### config.mk
export PLATFORM = sky130hd
export DESIGN_NAME = superh16_int_wb_arbiter
export DESIGN_NICKNAME = d
export VERILOG_FILES = /design/src/rtl/superh16_int_wb_arbiter.sv
export SDC_FILE = /design/constraint.sdc
export NUM_CORES = 2
export LEC_CHECK = 0
export ABC_AREA = 1
export BUFFER_PORTS_ARGS = -buffer_cell sky130_fd_sc_hd__buf_4
export CORE_MARGIN = 4
export CORE_UTILIZATION = 30
export DETAILED_ROUTE_END_ITERATION = 7
export PLACE_DENSITY = 0.41
export SLEW_MARGIN = 40
export SYNTH_ARGS = -nofsm -noshare
export SYNTH_HDL_FRONTEND = slang
export SYNTH_SLANG_ARGS = --single-unit
### constraint.sdc
create_clock -name clk -period 21.7 [get_ports clk]
set_clock_uncertainty 0.1 [all_clocks]
set_input_delay 4.34 -clock clk [delete_from_list [all_inputs] [get_ports clk]]
set_output_delay 4.34 -clock clk [all_outputs]
set_load 0.01 [all_outputs]
### src/rtl/superh16_int_wb_arbiter.sv
// Integer writeback arbiter: per-source result FIFOs drained round-robin onto NUM_WB ports.
// Defining SUPERH16_WB_PERF_CNT_EN adds the wb_conflict_cnt performance counter output.
package superh16_pkg;
    parameter int XLEN          = 64;
    parameter int PHYS_REG_BITS = 8;
    parameter int ROB_IDX_BITS  = 8;
endpackage

module superh16_int_wb_arbiter
    import superh16_pkg::*;
#(
    parameter int NUM_SRC      = 4,
    parameter int NUM_WB       = 2,
    parameter int FIFO_DEPTH   = 4,
    parameter int STALL_MARGIN = 2
) (
    input  logic                                   clk,
    input  logic                                   rst_n,
    input  logic                                   flush,
    input  logic [NUM_SRC-1:0]                     src_valid,
    input  logic [NUM_SRC-1:0][XLEN-1:0]           src_result,
    input  logic [NUM_SRC-1:0][PHYS_REG_BITS-1:0]  src_dst_tag,
    input  logic [NUM_SRC-1:0][ROB_IDX_BITS-1:0]   src_rob_idx,
    input  logic [NUM_SRC-1:0]                     src_exception,
    input  logic [NUM_SRC-1:0][7:0]                src_exception_code,
    output logic [NUM_SRC-1:0]                     src_stall,
    output logic [NUM_WB-1:0]                      wb_valid,
    output logic [NUM_WB-1:0][XLEN-1:0]            wb_result,
    output logic [NUM_WB-1:0][PHYS_REG_BITS-1:0]   wb_dst_tag,
    output logic [NUM_WB-1:0][ROB_IDX_BITS-1:0]    wb_rob_idx,
    output logic [NUM_WB-1:0]                      wb_exception,
    output logic [NUM_WB-1:0][7:0]                 wb_exception_code,
    output logic                                   overflow_err
`ifdef SUPERH16_WB_PERF_CNT_EN
    ,
    output logic [31:0]                            wb_conflict_cnt
`endif
);
    localparam int PTR_W = $clog2(FIFO_DEPTH);
    localparam int CNT_W = PTR_W + 1;
    localparam int SRC_W = (NUM_SRC > 1) ? $clog2(NUM_SRC) : 1;

    typedef struct packed {
        logic [XLEN-1:0]          result;
        logic [PHYS_REG_BITS-1:0] dst_tag;
        logic [ROB_IDX_BITS-1:0]  rob_idx;
        logic                     exception;
        logic [7:0]               code;
    } entry_t;

    entry_t                        mem_q [NUM_SRC][FIFO_DEPTH];
    logic [NUM_SRC-1:0][PTR_W-1:0] rd_ptr_q, wr_ptr_q;
    logic [NUM_SRC-1:0][CNT_W-1:0] cnt_q, cnt_d;
    logic [NUM_SRC-1:0]            stall_q, stall_d;
    logic [SRC_W-1:0]              rr_q, rr_d;
    logic [NUM_WB-1:0]             wb_vld_q, wb_vld_d;
    entry_t [NUM_WB-1:0]           wb_e_q, wb_e_d;
    logic                          ovf_q;
    entry_t [NUM_SRC-1:0]          in_e, cand_e;
    logic [NUM_SRC-1:0]            cand, grant, pop, wr_en, drop;
    logic                          conflict;

    // Candidate selection and round-robin scan starting at rr_q
    always_comb begin
        int n;
        int idx;
        n        = 0;
        idx      = 0;
        grant    = '0;
        wb_vld_d = '0;
        wb_e_d   = '0;
        rr_d     = rr_q;
        for (int s = 0; s < NUM_SRC; s++) begin
            in_e[s]   = '{result: src_result[s], dst_tag: src_dst_tag[s], rob_idx: src_rob_idx[s],
                          exception: src_exception[s], code: src_exception_code[s]};
            cand[s]   = (cnt_q[s] != '0) || src_valid[s];
            cand_e[s] = (cnt_q[s] != '0) ? mem_q[s][rd_ptr_q[s]] : in_e[s];
        end
        for (int k = 0; k < NUM_SRC; k++) begin
            idx = int'(rr_q) + k;
            if (idx >= NUM_SRC) idx = idx - NUM_SRC;
            for (int s = 0; s < NUM_SRC; s++) begin
                if (s == idx && cand[s] && n < NUM_WB) begin
                    for (int p = 0; p < NUM_WB; p++) begin
                        if (p == n) begin
                            wb_vld_d[p] = 1'b1;
                            wb_e_d[p]   = cand_e[s];
                        end
                    end
                    grant[s] = 1'b1;
                    n        = n + 1;
                    rr_d     = (s == NUM_SRC - 1) ? '0 : SRC_W'(s + 1);
                end
            end
        end
        conflict = |(cand & ~grant);
    end

    // A bypassed entry never touches the FIFO; a push into a full FIFO is only legal alongside a pop
    always_comb begin
        for (int s = 0; s < NUM_SRC; s++) begin
            pop[s]     = grant[s] && (cnt_q[s] != '0);
            drop[s]    = src_valid[s] && (cnt_q[s] == CNT_W'(FIFO_DEPTH)) && !pop[s];
            wr_en[s]   = src_valid[s] && !(grant[s] && (cnt_q[s] == '0)) && !drop[s];
            cnt_d[s]   = cnt_q[s] + CNT_W'(wr_en[s]) - CNT_W'(pop[s]);
            stall_d[s] = (FIFO_DEPTH - int'(cnt_d[s])) <= STALL_MARGIN;
        end
    end

    always_ff @(posedge clk or negedge rst_n) begin
        if (!rst_n) begin
            rd_ptr_q <= '0;
            wr_ptr_q <= '0;
            cnt_q    <= '0;
            stall_q  <= '0;
            rr_q     <= '0;
            wb_vld_q <= '0;
            wb_e_q   <= '0;
            ovf_q    <= 1'b0;
        end else if (flush) begin
            rd_ptr_q <= '0;
            wr_ptr_q <= '0;
            cnt_q    <= '0;
            stall_q  <= '0;
            wb_vld_q <= '0;
            wb_e_q   <= '0;
        end else begin
            for (int s = 0; s < NUM_SRC; s++) begin
                if (pop[s])   rd_ptr_q[s] <= rd_ptr_q[s] + PTR_W'(1);
                if (wr_en[s]) wr_ptr_q[s] <= wr_ptr_q[s] + PTR_W'(1);
            end
            cnt_q    <= cnt_d;
            stall_q  <= stall_d;
            rr_q     <= rr_d;
            wb_vld_q <= wb_vld_d;
            wb_e_q   <= wb_e_d;
            if (|drop) ovf_q <= 1'b1;
        end
    end

    always_ff @(posedge clk) begin
        for (int s = 0; s < NUM_SRC; s++) begin
            if (wr_en[s] && !flush) mem_q[s][wr_ptr_q[s]] <= in_e[s];
        end
    end

    always_comb begin
        for (int p = 0; p < NUM_WB; p++) begin
            wb_result[p]         = wb_e_q[p].result;
            wb_dst_tag[p]        = wb_e_q[p].dst_tag;
            wb_rob_idx[p]        = wb_e_q[p].rob_idx;
            wb_exception[p]      = wb_e_q[p].exception;
            wb_exception_code[p] = wb_e_q[p].code;
        end
    end

    assign wb_valid     = wb_vld_q;
    assign src_stall    = stall_q;
    assign overflow_err = ovf_q;

`ifdef SUPERH16_WB_PERF_CNT_EN
    logic [31:0] conflict_cnt_q;

    always_ff @(posedge clk or negedge rst_n) begin
        if (!rst_n) begin
            conflict_cnt_q <= '0;
        end else if (conflict && conflict_cnt_q != '1) begin
            conflict_cnt_q <= conflict_cnt_q + 32'd1;
        end
    end

    assign wb_conflict_cnt = conflict_cnt_q;
`else
    logic unused_conflict;
    assign unused_conflict = conflict;
`endif

endmodule

==> impl_metrics.ini <==
[run_status]
status = finished clean

[placement]
pre_cts_ws_ns = 4.77
hpwl_um = 297000
place.gp.congestion = 0.921
portBuffers = 547

[worst_setup_path]
path_class = input port to flop
cp_max_fo = 49
crit_path_frequent_cell = inv_1
slowest_stage = buf_4
critPathLaunch = src_valid[0]
cp-start-kind = input port
r2r_slack_ns = 8.43
cp-end-kind = flop
critical_path_arrival_ns = 16.63
cp_slowest_stage_delay_ns = 0.71
timing.rr.start = cnt_q[1]
worstPathRequired_ns = 22.10

[die]
start_util_pct = 30.2
fp.dieH_um = 566
ios = 548
core_sq_um = 310000
rows = 204
dieArea_sq_um = 321000
fp.dieW_um = 566

[timing]
tightest_slew_ns = 0.944
timing.hold.ws_ns = 0.456
setup_tns_ns = 0
fmax_ghz = 0.0616
layout_worst_path_cycle_share_pct = 74.8
setup_slack_ns = 5.47
rsz0062_at_grt = false
hold_violations = 0
slew_headroom_pct = 37.0
min_period_ns = 16.23
final-setup-viol-count = 0
slew_violations = 0

[cts]
cts_tree = built
clk_latency_ns = 0.92
clkSinkCount = 1639
htree_num_levels = 4
hold_buffers = 0
root_buffer = clkbuf_16
clockBufferDepth = 4
post_cts_buffers = 0
cts_buffers = 196
cts.reportedPaths.clkPinSlew_ns = 0.06
post_cts_resized = 0

[layout]
synthToLayoutAreaGrowth_pct = 16.5
mostFrequentLayoutCells = nand2_1 (4999), nand3_1 (1829), edfxtp_1 (1424)
nFillCells = 32200
drive_gt1_share_pct = 11.7
seqCellArea_sq_um = 48200
multi_input_area_sq_um = 40200
mostFrequentLayoutCell = nand2_1
fin_nets = 12600

[drt]
wl_per_cell_um = 28.1
initialDrtViolationCount = 10900
vias_per_cell = 5.36
wirelength_um = 465000
route.detailed.drc = 0
ant_nets = 0
via_count = 88600
detail_route.first_pass.iterations = 8

[worst_hold_path]
hold_path_class = flop to flop
min-delay-start = wr_ptr_q[2]

[run]
cap_violations = 0

[global_route]
grt_pass1_wl_um = 644000
grt_max_degree = 126
grt_pass1_vias = 81500
grt_use_total_pct = 27.7
gr-total-overflow = 0
antenna_found_initial = 44

[synthesis]
synth_area_leaders = edfxtp_1 (46%), nand2_1 (20%), nand3_1 (9.8%)
synth_flop_cell = edfxtp_1
synth.distinct_cells = 44
synth_seq_cells = 1639
synth_edf_count = 1424
syn_inst = 12000
syn-num-nets = 12400
async_reset_ff_share_pct = 13.1
synth-seq-area-share_pct = 51.5
yosysTopAreaCell = edfxtp_1
yosysTopAreaCellShare_pct = 45.7
synth_area_sq_um = 93500
ys_warn_count = 0
synth_area_per_cell_sq_um = 7.78
-- worst paths after layout --
kind,end,depth (start not counted)
min in group asynchronous,wb_result[65],1
max in group asynchronous,rd_ptr_q[5],3
max,mem_q[3][149],63
min reg2reg,wr_ptr_q[2],1
min,wr_ptr_q[2],1
max reg2reg,mem_q[3][149],62
-- sequential cells by signal (all words and copies together), names as in the netlist, 8 cells and up --
signal             flops
wb_rob_idx            16
wb_result            128
wb_dst_tag            16
rd_ptr_q               8
wr_ptr_q               8
mem_q               1424
wb_exception_code     16
cnt_q                 12
-- cell type report --
type	instances	area share, %
repair buffers	857	6.31
well taps	4120	4.73
multi-input cells	8895	36.9
flip-flops and latches	1639	44.2
clock inverters	116	0.893
diodes	18	0.0413
inverters	632	2.24
clock buffers	241	4.73
-- per-layer routing --
layer / vias up / part of all wire [%] / track usage, %
li1: 40400 / - / -
met1: 42500 / 42 / 37.1
met2: 4692 / 42 / 40.6
met3: 991 / 9.9 / 7.15
met4: 30 / 6.8 / 15.7
met5: - / 0.035 / 0
-- metrics by stage --
stage / std cells / util [%] / instance area (sq um)
4_1_cts: 16500 / 35.1 / 109000
3_5_place_dp: 16100 / 33.1 / 103000
2_1_floorplan: 12000 / - / 93500
6_report: 16500 / 35.2 / 109000
3_3_place_gp: 16100 / 33.0 / 102000
5_1_grt: 16500 / 35.2 / 109000
-- cell families after synthesis --
family | synth area share [%]
xor+xnor | 0.0749
simple gates | 33.1
fa+ha+maj | 0.875
buf+inv | 6.21
compound gates | 8.25
other cells | 0.00803
flops | 51.5
-- critical path: cells and delay by family --
| kind | cells | cell delay [ns] |
|---|---|---|
| AOI/OAI and AO/OA | 1 | 0.09 |
| adders and majority gates | 11 | 3.15 |
| buffers and inverters | 20 | 3.03 |
| and+or+nand+nor | 31 | 5.90 |
-- Yosys cell counts (51+ instances only) --
library cell,instances
nand3_1,1829
or2_2,129
inv_1,594
buf_2,73
buf_1,85
dfrtp_1,215
nor2_1,412
o21ai_0,706
edfxtp_1,1424
o211ai_1,256
ha_1,59
clkbuf_1,664
a21oi_1,174
o221ai_1,51
nand2_1,5020
o21ai_1,129
Power is not shown: default switching activity piles up to over one toggle a cycle in this logic, so the estimate is an artifact.
